==> config.mk <==
export PLATFORM = sky130hd
export DESIGN_NAME = spi_leader_mc_flat
export DESIGN_NICKNAME = d
export VERILOG_FILES = /design/src/rtl/spi_leader_mc_if.sv /design/src/rtl/spi_leader_mc.sv /design/src/flat_wrapper.sv
export SDC_FILE = /design/constraint.sdc
export NUM_CORES = 1
export LEC_CHECK = 0
export BUFFER_PORTS_ARGS = -buffer_cell sky130_fd_sc_hd__buf_2
export CORE_MARGIN = 2
export CORE_UTILIZATION = 40
export CTS_BUF_LIST = sky130_fd_sc_hd__clkbuf_8
export DETAILED_ROUTE_END_ITERATION = 10
export GPL_TIMING_DRIVEN = 0
export PLACE_DENSITY_LB_ADDON = 0.2
export SLEW_MARGIN = 30
export SYNTH_ARGS = -nofsm -noshare
export SYNTH_HDL_FRONTEND = slang
export SYNTH_SLANG_ARGS = --single-unit
==> constraint.sdc <==
create_clock -name clk -period 3.1 [get_ports clk]
set_input_delay 0.62 -clock clk [delete_from_list [all_inputs] [get_ports clk]]
set_output_delay 0.62 -clock clk [all_outputs]
set_load 0.1 [all_outputs]
==> src/rtl/spi_leader_mc_if.sv <==
// Word-level host bus of the SPI leader: valid/ready transmit path and pulsed receive path.
interface spi_leader_mc_if #(
  parameter int WIDTH = 8
);
  logic             tx_valid;
  logic             tx_ready;
  logic [WIDTH-1:0] tx_data;
  logic             tx_last;
  logic             rx_valid;
  logic [WIDTH-1:0] rx_data;

  modport master (output tx_valid, tx_data, tx_last, input tx_ready, rx_valid, rx_data);
  modport slave  (input tx_valid, tx_data, tx_last, output tx_ready, rx_valid, rx_data);
endinterface

==> src/rtl/spi_leader_mc.sv <==
// Multi-CS SPI leader: configurable word width, all CPOL/CPHA modes, LSB/MSB order,
// multi-word frames with CS held across words and a one-half-period CS-high gap after.
module spi_leader_mc #(
  parameter int WIDTH  = 8,
  parameter int NUM_CS = 4,
  parameter int DIV_W  = 8,
  localparam int CS_W  = (NUM_CS > 1) ? $clog2(NUM_CS) : 1
) (
  input  logic              clk,
  input  logic              rst,
  input  logic              cfg_cpol,
  input  logic              cfg_cpha,
  input  logic              cfg_lsb_first,
  input  logic [DIV_W-1:0]  cfg_div,
  input  logic [CS_W-1:0]   cfg_cs_sel,
  spi_leader_mc_if.slave    bus,
  output logic              busy,
  output logic              sclk,
  output logic              mosi,
  input  logic              miso,
  output logic [NUM_CS-1:0] cs_n
);
  localparam int EC_W = $clog2(2 * WIDTH + 1);
  localparam logic [EC_W-1:0] LAST_EDGE = EC_W'(2 * WIDTH);

  typedef enum logic [2:0] {S_IDLE, S_SETUP, S_SHIFT, S_HOLD, S_WAIT, S_GAP} state_e;

  state_e              state_q, state_d;
  logic [DIV_W-1:0]    div_cnt_q, div_cnt_d, div_q, div_d;
  logic [EC_W-1:0]     edge_cnt_q, edge_cnt_d;
  logic                sclk_q, sclk_d, mosi_q, mosi_d;
  logic [NUM_CS-1:0]   cs_n_q, cs_n_d;
  logic [WIDTH-1:0]    tx_sh_q, tx_sh_d, rx_sh_q, rx_sh_d, rx_data_q, rx_data_d;
  logic                rx_valid_q, rx_valid_d, tx_ready_q, tx_ready_d, last_q, last_d;
  logic                cpol_q, cpol_d, cpha_q, cpha_d, lsb_q, lsb_d;

  logic                tick, accept, is_sample, ld_cpha, ld_lsb;
  logic [EC_W-1:0]     edge_n;
  logic [WIDTH-1:0]    rx_next;

  function automatic logic out_bit(input logic [WIDTH-1:0] v, input logic lsb);
    return lsb ? v[0] : v[WIDTH-1];
  endfunction

  function automatic logic [WIDTH-1:0] shift_out(input logic [WIDTH-1:0] v, input logic lsb);
    return lsb ? (v >> 1) : (v << 1);
  endfunction

  always_comb begin
    state_d    = state_q;
    div_cnt_d  = div_cnt_q;
    div_d      = div_q;
    edge_cnt_d = edge_cnt_q;
    sclk_d     = sclk_q;
    mosi_d     = mosi_q;
    cs_n_d     = cs_n_q;
    tx_sh_d    = tx_sh_q;
    rx_sh_d    = rx_sh_q;
    rx_data_d  = rx_data_q;
    rx_valid_d = 1'b0;
    last_d     = last_q;
    cpol_d     = cpol_q;
    cpha_d     = cpha_q;
    lsb_d      = lsb_q;

    tick      = (div_cnt_q == div_q);
    accept    = bus.tx_valid && tx_ready_q;
    edge_n    = edge_cnt_q + EC_W'(1);
    // Sample edges are the odd ones for CPHA=0 and the even ones for CPHA=1.
    is_sample = (edge_n[0] != cpha_q);
    rx_next   = lsb_q ? {miso, rx_sh_q[WIDTH-1:1]} : {rx_sh_q[WIDTH-2:0], miso};
    ld_cpha   = (state_q == S_IDLE) ? cfg_cpha : cpha_q;
    ld_lsb    = (state_q == S_IDLE) ? cfg_lsb_first : lsb_q;

    case (state_q)
      S_IDLE:  sclk_d = cfg_cpol;
      S_WAIT:  sclk_d = cpol_q;
      S_SETUP: begin
        sclk_d = cpol_q;
        if (tick) begin
          state_d    = S_SHIFT;
          div_cnt_d  = '0;
          edge_cnt_d = '0;
        end else div_cnt_d = div_cnt_q + DIV_W'(1);
      end
      S_SHIFT: begin
        if (tick) begin
          div_cnt_d  = '0;
          sclk_d     = ~sclk_q;
          edge_cnt_d = edge_n;
          if (is_sample) begin
            rx_sh_d = rx_next;
            if (edge_n == (cpha_q ? LAST_EDGE : LAST_EDGE - EC_W'(1))) begin
              rx_valid_d = 1'b1;
              rx_data_d  = rx_next;
            end
          end else if (edge_n != LAST_EDGE) begin
            mosi_d  = out_bit(tx_sh_q, lsb_q);
            tx_sh_d = shift_out(tx_sh_q, lsb_q);
          end
          if (edge_n == LAST_EDGE) begin
            state_d    = S_HOLD;
            edge_cnt_d = '0;
          end
        end else div_cnt_d = div_cnt_q + DIV_W'(1);
      end
      S_HOLD: begin
        if (tick) begin
          div_cnt_d = '0;
          if (last_q) begin
            state_d = S_GAP;
            cs_n_d  = '1;
          end else state_d = S_WAIT;
        end else div_cnt_d = div_cnt_q + DIV_W'(1);
      end
      S_GAP: begin
        if (tick) begin
          state_d   = S_IDLE;
          div_cnt_d = '0;
        end else div_cnt_d = div_cnt_q + DIV_W'(1);
      end
      default: state_d = S_IDLE;
    endcase

    // Accept only happens in IDLE or WAIT; the first word of a frame latches config and CS.
    if (accept) begin
      state_d   = S_SETUP;
      div_cnt_d = '0;
      last_d    = bus.tx_last;
      rx_sh_d   = '0;
      if (!ld_cpha) begin
        mosi_d  = out_bit(bus.tx_data, ld_lsb);
        tx_sh_d = shift_out(bus.tx_data, ld_lsb);
      end else tx_sh_d = bus.tx_data;
      if (state_q == S_IDLE) begin
        cpol_d = cfg_cpol;
        cpha_d = cfg_cpha;
        lsb_d  = cfg_lsb_first;
        div_d  = cfg_div;
        for (int i = 0; i < NUM_CS; i++) cs_n_d[i] = (int'(cfg_cs_sel) != i);
      end
    end

    tx_ready_d = (state_d == S_IDLE) || (state_d == S_WAIT);
  end

  always_ff @(posedge clk or negedge rst) begin
    if (!rst) begin
      state_q    <= S_IDLE;
      div_cnt_q  <= '0;
      div_q      <= '0;
      edge_cnt_q <= '0;
      sclk_q     <= 1'b0;
      mosi_q     <= 1'b0;
      cs_n_q     <= '1;
      tx_sh_q    <= '0;
      rx_sh_q    <= '0;
      rx_data_q  <= '0;
      rx_valid_q <= 1'b0;
      tx_ready_q <= 1'b0;
      last_q     <= 1'b0;
      cpol_q     <= 1'b0;
      cpha_q     <= 1'b0;
      lsb_q      <= 1'b0;
    end else begin
      state_q    <= state_d;
      div_cnt_q  <= div_cnt_d;
      div_q      <= div_d;
      edge_cnt_q <= edge_cnt_d;
      sclk_q     <= sclk_d;
      mosi_q     <= mosi_d;
      cs_n_q     <= cs_n_d;
      tx_sh_q    <= tx_sh_d;
      rx_sh_q    <= rx_sh_d;
      rx_data_q  <= rx_data_d;
      rx_valid_q <= rx_valid_d;
      tx_ready_q <= tx_ready_d;
      last_q     <= last_d;
      cpol_q     <= cpol_d;
      cpha_q     <= cpha_d;
      lsb_q      <= lsb_d;
    end
  end

  assign bus.tx_ready = tx_ready_q;
  assign bus.rx_valid = rx_valid_q;
  assign bus.rx_data  = rx_data_q;
  assign busy         = (state_q != S_IDLE);
  assign sclk         = sclk_q;
  assign mosi         = mosi_q;
  assign cs_n         = cs_n_q;
endmodule

==> src/flat_wrapper.sv <==
// flat-port wrapper written by rule: the top's interface ports become plain ports
module spi_leader_mc_flat 
#(
  parameter int WIDTH  = 8,
  parameter int NUM_CS = 4,
  parameter int DIV_W  = 8,
  localparam int CS_W  = (NUM_CS > 1) ? $clog2(NUM_CS) : 1
)
  (clk, rst, cfg_cpol, cfg_cpha, cfg_lsb_first, cfg_div, cfg_cs_sel, busy, sclk, mosi, miso, cs_n, bus_tx_valid, bus_tx_data, bus_tx_last, bus_tx_ready, bus_rx_valid, bus_rx_data);
  spi_leader_mc_if #(.WIDTH(WIDTH)) bus_i ();
  input  logic clk;
  input  logic rst;
  input  logic cfg_cpol;
  input  logic cfg_cpha;
  input  logic cfg_lsb_first;
  input  logic [DIV_W-1:0] cfg_div;
  input  logic [CS_W-1:0] cfg_cs_sel;
  output logic busy;
  output logic sclk;
  output logic mosi;
  input  logic miso;
  output logic [NUM_CS-1:0] cs_n;
  input wire logic [$bits(bus_i.tx_valid)-1:0] bus_tx_valid;
  input wire logic [$bits(bus_i.tx_data)-1:0] bus_tx_data;
  input wire logic [$bits(bus_i.tx_last)-1:0] bus_tx_last;
  output wire logic [$bits(bus_i.tx_ready)-1:0] bus_tx_ready;
  output wire logic [$bits(bus_i.rx_valid)-1:0] bus_rx_valid;
  output wire logic [$bits(bus_i.rx_data)-1:0] bus_rx_data;
  assign bus_i.tx_valid = bus_tx_valid;
  assign bus_i.tx_data = bus_tx_data;
  assign bus_i.tx_last = bus_tx_last;
  assign bus_tx_ready = bus_i.tx_ready;
  assign bus_rx_valid = bus_i.rx_valid;
  assign bus_rx_data = bus_i.rx_data;
  spi_leader_mc #(.WIDTH(WIDTH), .NUM_CS(NUM_CS), .DIV_W(DIV_W)) u_core (.clk(clk), .rst(rst), .cfg_cpol(cfg_cpol), .cfg_cpha(cfg_cpha), .cfg_lsb_first(cfg_lsb_first), .cfg_div(cfg_div), .cfg_cs_sel(cfg_cs_sel), .bus(bus_i), .busy(busy), .sclk(sclk), .mosi(mosi), .miso(miso), .cs_n(cs_n));
endmodule
==> results of run 1 <==
[logic make-up (layout without fill, tap and decap cells)]
| family | Yosys count | in the layout | share of synthesized area [%] |
|---|---|---|---|
| xor gates and xnor gates | 11 | 11 | 2.74 |
| adders and majority gates | 2 | 2 | 0.711 |
| DFF | 60 | 60 | 42.8 |
| buffers and inverters | 30 | 88 | 4.66 |
| muxes | 50 | 50 | 15.1 |
| AOI/OAI and AO/OA | 65 | 65 | 12.5 |
| and+or+nand+nor | 151 | 151 | 21.5 |
[power groups by stage]
stage | logic [mW] | registers (mW) | clock network [mW]
3_5_place_dp | 1.59 | 1.23 | 0
2_1_floorplan | 1.01 | 1.48 | 0
5_1_grt | 1.74 | 1.25 | 0.769
3_3_place_gp | 1.57 | 1.23 | 0
6_report | 1.59 | 1.22 | 0.721
4_1_cts | 1.60 | 1.22 | 0.740
[how the worst max path moves through the flow]
stage,endpoint,slack [ns],cells after the start
5_1_grt,u_core.tx_sh_q[0],0.22,7
4_1_cts,u_core.tx_sh_q[7],0.44,7
2_1_floorplan,u_core.cpol_q,0.76,7
3_5_place_dp,u_core.tx_sh_q[7],0.46,7
6_report,u_core.tx_sh_q[7],0.42,7
3_3_place_gp,u_core.tx_sh_q[7],0.50,7
[cell type report]
| type | instances | area share, % |
|---|---|---|
| clock buffer | 9 | 3.05 |
| timing repair buffer | 42 | 5.23 |
| tap | 108 | 3.32 |
| inverter | 8 | 0.738 |
| sequential | 60 | 37.0 |
| clock inverter | 7 | 1.85 |
| buffer | 22 | 3.29 |
| multi-input combinational | 279 | 45.5 |
[metrics by stage]
stage / hold WS [ns] / utilization (%) / setup WS (ns)
CTS: 0.375 / 47.1 / 0.439
finish: 0.342 / 47.1 / 0.420
global placement: 0.464 / 44.8 / 0.502
detailed placement: 0.461 / 44.8 / 0.456
global route: 0.422 / 47.1 / 0.223
floorplan: 0.324 / - / 0.756
[worst reg2reg max path, stage by stage (launching register included)]
cell and delay, ns:
dfrtp_1 0.38, clkbuf_1 0.22, nor3_2 0.54, mux2i_1 0.47, clkbuf_1 0.39, inv_1 0.11
a221oi_1 0.37, a31oi_1 0.07
[per-layer routing]
layer  wire (µm)  vias up  GRT usage [%]
met1        4010     1395           25.1
met2        3810       50           27.3
met4         101        0           6.41
met5           0        -              0
met3         260        7           2.65
li1            -     1431              -
[placed cells by master (no fill, tap or decap), types with 6 or more instances in the layout]
cell type,instances
a211o_1,6
a21oi_1,16
buf_2,43
clkbuf_1,14
clkbuf_8,12
dfrtp_1,56
inv_1,8
mux2_2,23
mux2i_1,26
nand2_1,58
nand2b_1,7
nand3_1,11
nor2_1,25
nor3_1,10
o21ai_0,12
or3_1,7
xor2_1,9
[state kept, by name, indices dropped and copies added, names as in the netlist]
register and flops:
u_core.bus.rx_data 8, u_core.div_cnt_q 8, u_core.div_q 8, u_core.rx_sh_q 8, u_core.tx_sh_q 8, u_core.edge_cnt_q 5, u_core.cs_n 4, u_core.state_q 3
u_core.bus.rx_valid 1, u_core.bus.tx_ready 1, u_core.cpha_q 1, u_core.cpol_q 1, u_core.last_q 1, u_core.lsb_q 1, u_core.mosi 1, u_core.sclk 1
==> qor.yml, run 1 <==
wirelength_um: 8180
grt_overflow: 0
max_freq_mhz: 373
num_io_pins: 43
grtUsageTotal_pct: 17.6
leakagePower_nw: 1.85
vias: 2883
cts_sinks: 60
gp_congestion: 0.850
cts_hold_buffers: 0
synth_common_cells: "nand2_1 (58), dfrtp_1 (56), mux2i_1 (26)"
final_nets: 450
clk_path_buf_depth: 2
path_cells: "clkbuf_1 -> nor3_2 -> mux2i_1 -> clkbuf_1 -> inv_1 -> a221oi_1 -> a31oi_1"
synth_area_per_cell_um2: 9.54
end_kind: "flip-flop"
die_h_um: 97.8
hold_viol: 0
final_cells: 535
die_w_um: 97.8
fin_crit_sh_pct: 86.5
yosys.area.top_type: "dfrtp_1"
fp-row-count: 34
crit_family: "buffers and inverters"
ir_drop_mv: 0.328
power_density_mw_per_mm2: 867
synth_edf_count: 0
seq_power_share_pct: 34.5
multi_input_area_mm2: 0.00185
dp_hpwl_um: 5910
ant_nets: 0
maxCapViolCount: 0
setup_tns_ns: 0
fillerInstances: 888
yosysSeqAreaShare_pct: 42.8
p_comb_share_pct: 45.1
cp-start-kind: "flip-flop"
syn_to_final_growth_pct: 15.5
p_total_mw: 3.53
antenna_found_initial: 0
drc_errors: 0
r2r_end: "u_core.tx_sh_q[7]"
dpl.cell_count: 519
die_area_mm2: 0.00957
grt_pass1_vias: 2793
antenna-diode-count: 0
cp_slowest_stage_delay_ns: 0.54
hold_path.class: "input pin to asynchronous set/reset pin"
yosysTopAreaCellShare_pct: 39.8
cts_post_setup_buffers_inserted: 0
synth_flop_cell: "dfrtp_1"
swShare_pct: 44.8
worstSkewPairLatency_ns: 0.35
port-buffer-count: 42
slew_violations: 0
wl_per_cell_um: 15.3
numCtsBuffers: 9
synth_seq_cells: 60
netlist_top_cells_area: "dfrtp_1 (40%), mux2i_1 (7.4%), mux2_2 (7.4%)"
ys_async_sr_fraction_pct: 100
root_buffer: "clkbuf_8"
finalSetupViolations: 0
critPathArrivalTime_ns: 2.89
via_per_inst: 5.39
ys_warn_count: 0
htreeDepth: 3
cts_tree: "built"
path_common_cell: "clkbuf_1"
synth_nets: 397
status: "finished clean"
critPathRequiredTime_ns: 3.31
ctsResizeCount: 0
yosysMostFrequentCell: "nand2_1"
design_area_mm2: 0.00407
synth_cell_type_count: 56
netlist_area_mm2: 0.00352
skew_ns: 0.0129
r2r_slack_ns: 0.42
final-seq-area_mm2: 0.00151
rsz0062_at_grt: "no"
relSlewSlack_pct: 49.3
syn_inst: 369
drive_gt1_share_pct: 24.6
grt_pass1_wl_um: 13600
path_clk_slew_ns: 0.08
crit_type: "flip-flop to flip-flop"
crit_fanout: 10
drtIter0Drc: 133
max_slew.worst_pin.slew_ns: 0.761
startpoint: "u_core.state_q[1]"
reg2reg_depth: 7
critPathBufInv: 3
grt_max_degree: 61
dpl-instance-area_mm2: 0.00387
clockPowerShare_pct: 20.4
start_util_pct: 40.8
fin_crit_ns: 2.68
cp_slowest_cell: "nor3_2"
netSwitchingPower_mw: 1.58
drt-pass1-iter-count: 4
rr_startpoint: "u_core.state_q[1]"
internal_power_mw: 1.95
core-area_mm2: 0.00864
Note: power is estimated with default switching activity, not from simulation.
==> run 2, diff against run 1 <==
--- a/config.mk
+++ b/config.mk
@@ -11,7 +11,7 @@
 export CTS_BUF_LIST = sky130_fd_sc_hd__clkbuf_8
 export DETAILED_ROUTE_END_ITERATION = 10
 export GPL_TIMING_DRIVEN = 0
-export PLACE_DENSITY_LB_ADDON = 0.2
+export MAX_ROUTING_LAYER = met4
 export SLEW_MARGIN = 30
 export SYNTH_ARGS = -nofsm -noshare
 export SYNTH_HDL_FRONTEND = slang
==> run 2 against run 1 <==
Utilization hardly changed. Clock skew is 0.0027 ns lower. Sequential power hardly changed. Register-to-register slack better by 0.04 ns. Critical path type unchanged. Largest power group unchanged.
==> qor.yml, run 2 (synthesis gave the netlist of run 1 again) <==
rr_startpoint: "u_core.state_q[1]"
ant_nets: 0  # unchanged
ctsResizeCount: 0  # unchanged
drtIter0Drc: 139  # +4.5%
final_nets: 450  # unchanged
die_w_um: 97.8  # unchanged
reg2reg_depth: 7  # unchanged
cts_post_setup_buffers_inserted: 0  # unchanged
crit_fanout: 10  # unchanged
htreeDepth: 3  # unchanged
root_buffer: "clkbuf_8"
fin_crit_ns: 2.64  # -0.0379 ns
die_h_um: 97.8  # unchanged
r2r_slack_ns: 0.46  # +0.04 ns
die_area_mm2: 0.00957  # unchanged
r2r_end: "u_core.tx_sh_q[7]"
grt_overflow: 0  # unchanged
setup_tns_ns: 0  # unchanged
syn_to_final_growth_pct: 15.6  # about the same
clk_path_buf_depth: 2  # unchanged
cts_hold_buffers: 0  # unchanged
status: "finished clean"
fillerInstances: 843  # -5.1%
drc_errors: 0  # unchanged
vias: 2893  # +0.35%
skew_ns: 0.0103  # -0.00267 ns
grt_pass1_wl_um: 14400  # +5.8%
cts_sinks: 60  # unchanged
final_cell_mix: "nand2_1 (58), dfrtp_1 (56), buf_2 (43)"
dp_hpwl_um: 5980  # +1.1%
gp_congestion: 0.926  # +8.9%
fin_crit_sh_pct: 85.2  # -1.2 points
port-buffer-count: 42  # unchanged
critPathArrivalTime_ns: 2.85  # -0.04 ns
path_clk_slew_ns: 0.07  # about the same
crit_type: "flip-flop to flip-flop"
cts_tree: "built"
drive_gt1_share_pct: 24.6  # unchanged
wl_per_cell_um: 15.6  # +1.8%
antenna-diode-count: 0  # unchanged
design_area_mm2: 0.00407  # about the same
worstSkewPairLatency_ns: 0.35  # about the same
critPathRequiredTime_ns: 3.31  # about the same
drt-pass1-iter-count: 4  # unchanged
p_total_mw: 3.54  # +0.35%
finalSetupViolations: 0  # unchanged
ir_drop_mv: 0.343  # +4.7%
maxCapViolCount: 0  # unchanged
grtUsageTotal_pct: 19.3  # +1.7 points
dpl-instance-area_mm2: 0.00387  # unchanged
num_io_pins: 43  # unchanged
numCtsBuffers: 9  # unchanged
max_freq_mhz: 378  # +1.4%
grt_pass1_vias: 2844  # +1.8%
power_density_mw_per_mm2: 870  # +0.29%
slew_violations: 0  # unchanged
hold_path.class: "input pin to asynchronous set/reset pin"
final_common_cell: "nand2_1"
grt_max_degree: 61  # unchanged
rsz0062_at_grt: "no"
final-seq-area_mm2: 0.00151  # unchanged
wirelength_um: 8330  # +1.8%
fp-row-count: 34  # unchanged
multi_input_area_mm2: 0.00185  # unchanged
cp-start-kind: "flip-flop"
start_util_pct: 40.8  # unchanged
relSlewSlack_pct: 48.7  # -0.54 points
core-area_mm2: 0.00864  # unchanged
antenna_found_initial: 0  # unchanged
via_per_inst: 5.41  # +0.35%
end_kind: "flip-flop"
hold_viol: 0  # unchanged
leakagePower_nw: 1.85  # -0.31%
max_slew.worst_pin.slew_ns: 0.769  # +0.00810 ns
run 2: cell type report:
type                            count  area share, %
Buffer                             22           3.29
Clock buffer                       10           3.38
Clock inverter                      6           1.57
Inverter                            8          0.738
Multi-Input combinational cell    279           45.5
Sequential cell                    60           37.0
Tap cell                          108           3.32
Timing Repair Buffer               42           5.23
run 2: how the worst max path moves through the flow:
| stage | endpoint | startpoint |
|---|---|---|
| after global routing | u_core.tx_sh_q[7] | u_core.state_q[1] |
| after CTS | u_core.tx_sh_q[7] | u_core.state_q[1] |
| after floorplan | u_core.cpol_q | u_core.state_q[1] |
| after detailed placement | u_core.tx_sh_q[7] | u_core.state_q[1] |
| final | u_core.tx_sh_q[7] | u_core.state_q[1] |
| after global placement | u_core.tx_sh_q[7] | u_core.state_q[1] |
run 2: metal layers:
metal | global-route usage, % | vias up | part of all wire, %
met1 | 26.3 | 1391 | 48
met5 | - | - | 0
li1 | - | 1424 | -
met2 | 28.9 | 68 | 46
met4 | 6.41 | 0 | 1.1
met3 | 3.94 | 10 | 4.1
run 2: worst max-delay path, stage by stage (launching register included):
cell	delay (ns)
dfrtp_1	0.38
clkbuf_1	0.22
nor3_2	0.52
mux2i_1	0.46
clkbuf_1	0.39
inv_1	0.11
a221oi_1	0.36
a31oi_1	0.07
run 2: report_power, final:
part	switching, mW	internal, mW
Combinational	1.05	0.545
Clock	0.334	0.391
Sequential	0.194	1.03
Total	1.58	1.96
run 2: through the flow:
step	hold WS (ns)	util (%)	instances	setup slack [ns]
2_1_floorplan	0.324	-	369	0.756
3_3_place_gp	0.464	44.8	519	0.490
3_5_place_dp	0.481	44.8	519	0.483
4_1_cts	0.381	47.1	535	0.464
5_1_grt	0.401	47.1	535	0.175
6_report	0.341	47.1	535	0.458
==> run 3, diff against run 2 <==
--- a/config.mk
+++ b/config.mk
@@ -8,7 +8,7 @@
 export BUFFER_PORTS_ARGS = -buffer_cell sky130_fd_sc_hd__buf_2
 export CORE_MARGIN = 2
 export CORE_UTILIZATION = 40
-export CTS_BUF_LIST = sky130_fd_sc_hd__clkbuf_8
+export CTS_BUF_LIST = sky130_fd_sc_hd__clkbuf_2
 export DETAILED_ROUTE_END_ITERATION = 10
 export GPL_TIMING_DRIVEN = 0
 export MAX_ROUTING_LAYER = met4
==> run 3 against run 2 <==
Clock skew grew 0.016 ns. Setup slack lost 0.077 ns. Via count grew 0.35%. Combinational power is essentially flat. Maximum frequency shrank 2.8%. First-iteration DRC count shrank 6.5%. Non-clock buffer count is the same. Critical endpoint is now busy.
==> qor.yml, run 3 (synthesis gave the netlist of run 1 again) <==
status: "finished clean"
syn_to_final_growth_pct: 13.1
final_cell_mix: "nand2_1 (58), dfrtp_1 (56), buf_2 (43)"
cts_post_setup_buffers_inserted: 0  # unchanged
crit_family: "buffers and inverters"
vias: 2903  # +0.35%
path_cells: "clkbuf_1 -> nor3_2 -> inv_1 -> buf_2"
path_clk_slew_ns: 0.19  # +0.12 ns
end_kind: "primary output"
numCtsBuffers: 9  # unchanged
grt_overflow: 0  # unchanged
via_per_inst: 5.43  # +0.35%
grt_max_degree: 61  # unchanged
max_freq_mhz: 368  # -2.8%
final_nets: 450  # unchanged
dpl-instance-area_mm2: 0.00387  # unchanged
power_density_mw_per_mm2: 831  # -4.5%
ir_drop_mv: 0.329  # -3.9%
gp_congestion: 0.926  # unchanged
reg2reg_depth: 7  # unchanged
crit_fanout: 10  # unchanged
start_util_pct: 40.8  # unchanged
critPathArrivalTime_ns: 2.10  # -0.75 ns
cts_hold_buffers: 0  # unchanged
num_io_pins: 43  # unchanged
cp_slowest_cell: "nor3_2"
drt-pass1-iter-count: 5  # +1
core-area_mm2: 0.00864  # unchanged
final_cells: 535  # unchanged
worstSkewPairLatency_ns: 0.50  # +0.15 ns
whs_ns: 0.161  # -0.180 ns
wirelength_um: 8280  # -0.56%
rsz0062_at_grt: "no"
maxCapViolCount: 0  # unchanged
drtIter0Drc: 130  # -6.5%
cts_tree: "built"
drive_gt1_share_pct: 24.4  # -0.23 points
fin_crit_ns: 2.72  # +0.0772 ns
leakagePower_nw: 1.82  # -1.8%
hold_path.class: "input pin to asynchronous set/reset pin"
fin_crit_sh_pct: 87.7  # +2.5 points
dpl.cell_count: 519  # unchanged
finalSetupViolations: 0  # unchanged
hold_viol: 0  # unchanged
die_area_mm2: 0.00957  # unchanged
r2r_end: "u_core.tx_sh_q[7]"
die_w_um: 97.8  # unchanged
drc_errors: 0  # unchanged
cts_sinks: 60  # unchanged
final_common_cell: "nand2_1"
fp-row-count: 34  # unchanged
slew_violations: 0  # unchanged
rr_startpoint: "u_core.state_q[1]"
relSlewSlack_pct: 48.8  # +0.12 points
port-buffer-count: 42  # unchanged
grt_pass1_vias: 2841  # -0.11%
antenna-diode-count: 0  # unchanged
die_h_um: 97.8  # unchanged
root_buffer: "clkbuf_2"
design_area_mm2: 0.00398  # -2.2%
critPathBufInv: 3  # unchanged
ant_nets: 0  # unchanged
crit_type: "flip-flop to primary output"
r2r_slack_ns: 0.47  # about the same
grtUsageTotal_pct: 19.0  # -0.28 points
setup_tns_ns: 0  # unchanged
dp_hpwl_um: 5980  # unchanged
wl_per_cell_um: 15.5  # -0.56%
cp-start-kind: "flip-flop"
ctsResizeCount: 0  # unchanged
skew_ns: 0.0267  # +0.0164 ns
max_slew.worst_pin.slew_ns: 0.768  # -0.00175 ns
cp_slowest_stage_delay_ns: 0.52  # about the same
critPathRequiredTime_ns: 2.48  # -0.83 ns
grt_pass1_wl_um: 14300  # -0.52%
htreeDepth: 3  # unchanged
clk_path_buf_depth: 2  # unchanged
antenna_found_initial: 0  # unchanged
-- run 3: report_power, final --
part	leakage (nW)	internal, mW	switching, mW
combinational	0.978	0.545	1.05
clock	0.0653	0.182	0.313
sequential	0.772	1.03	0.193
-- run 3: worst max path at each step --
stage / start / end / depth (start not counted)
after CTS: u_core.state_q[1] / busy / 4
after detailed placement: u_core.state_q[1] / u_core.tx_sh_q[7] / 7
after global routing: u_core.state_q[1] / u_core.tx_sh_q[7] / 7
final: u_core.state_q[1] / busy / 4
after floorplan: u_core.state_q[1] / u_core.cpol_q / 7
after global placement: u_core.state_q[1] / u_core.tx_sh_q[7] / 7
-- run 3: final cells by class --
| type | count | area (µm²) |
|---|---|---|
| Tap cell | 108 | 135 |
| Buffer | 22 | 134 |
| Clock buffer | 9 | 45.0 |
| Sequential cell | 60 | 1510 |
| Multi-Input combinational cell | 279 | 1850 |
| Inverter | 8 | 30.0 |
| Clock inverter | 7 | 67.6 |
| Timing Repair Buffer | 42 | 213 |
| Fill cell | 863 | 4650 |
-- run 3: through the flow --
stage	power (mW)	setup slack, ns	utilization (%)
floorplan	2.49	0.756	-
global placement	2.80	0.490	44.8
detailed placement	2.84	0.483	44.8
CTS	3.33	0.327	46.1
global route	3.58	0.172	46.1
finish	3.31	0.381	46.1
-- run 3: layer usage --
metal	up-vias	part of all wire (%)	GRT usage, %
met5	-	0	-
met4	0	1.6	6.41
met3	11	4.6	2.58
met2	73	47	29.1
met1	1397	47	26.2
li1	1422	-	-
-- run 3: worst register-to-register path, stage by stage, from the launching register on --
cell      delay (ns)
dfrtp_1         0.41
clkbuf_1        0.22
nor3_2          0.52
mux2i_1         0.46
clkbuf_1        0.39
inv_1           0.11
a221oi_1        0.36
a31oi_1         0.07
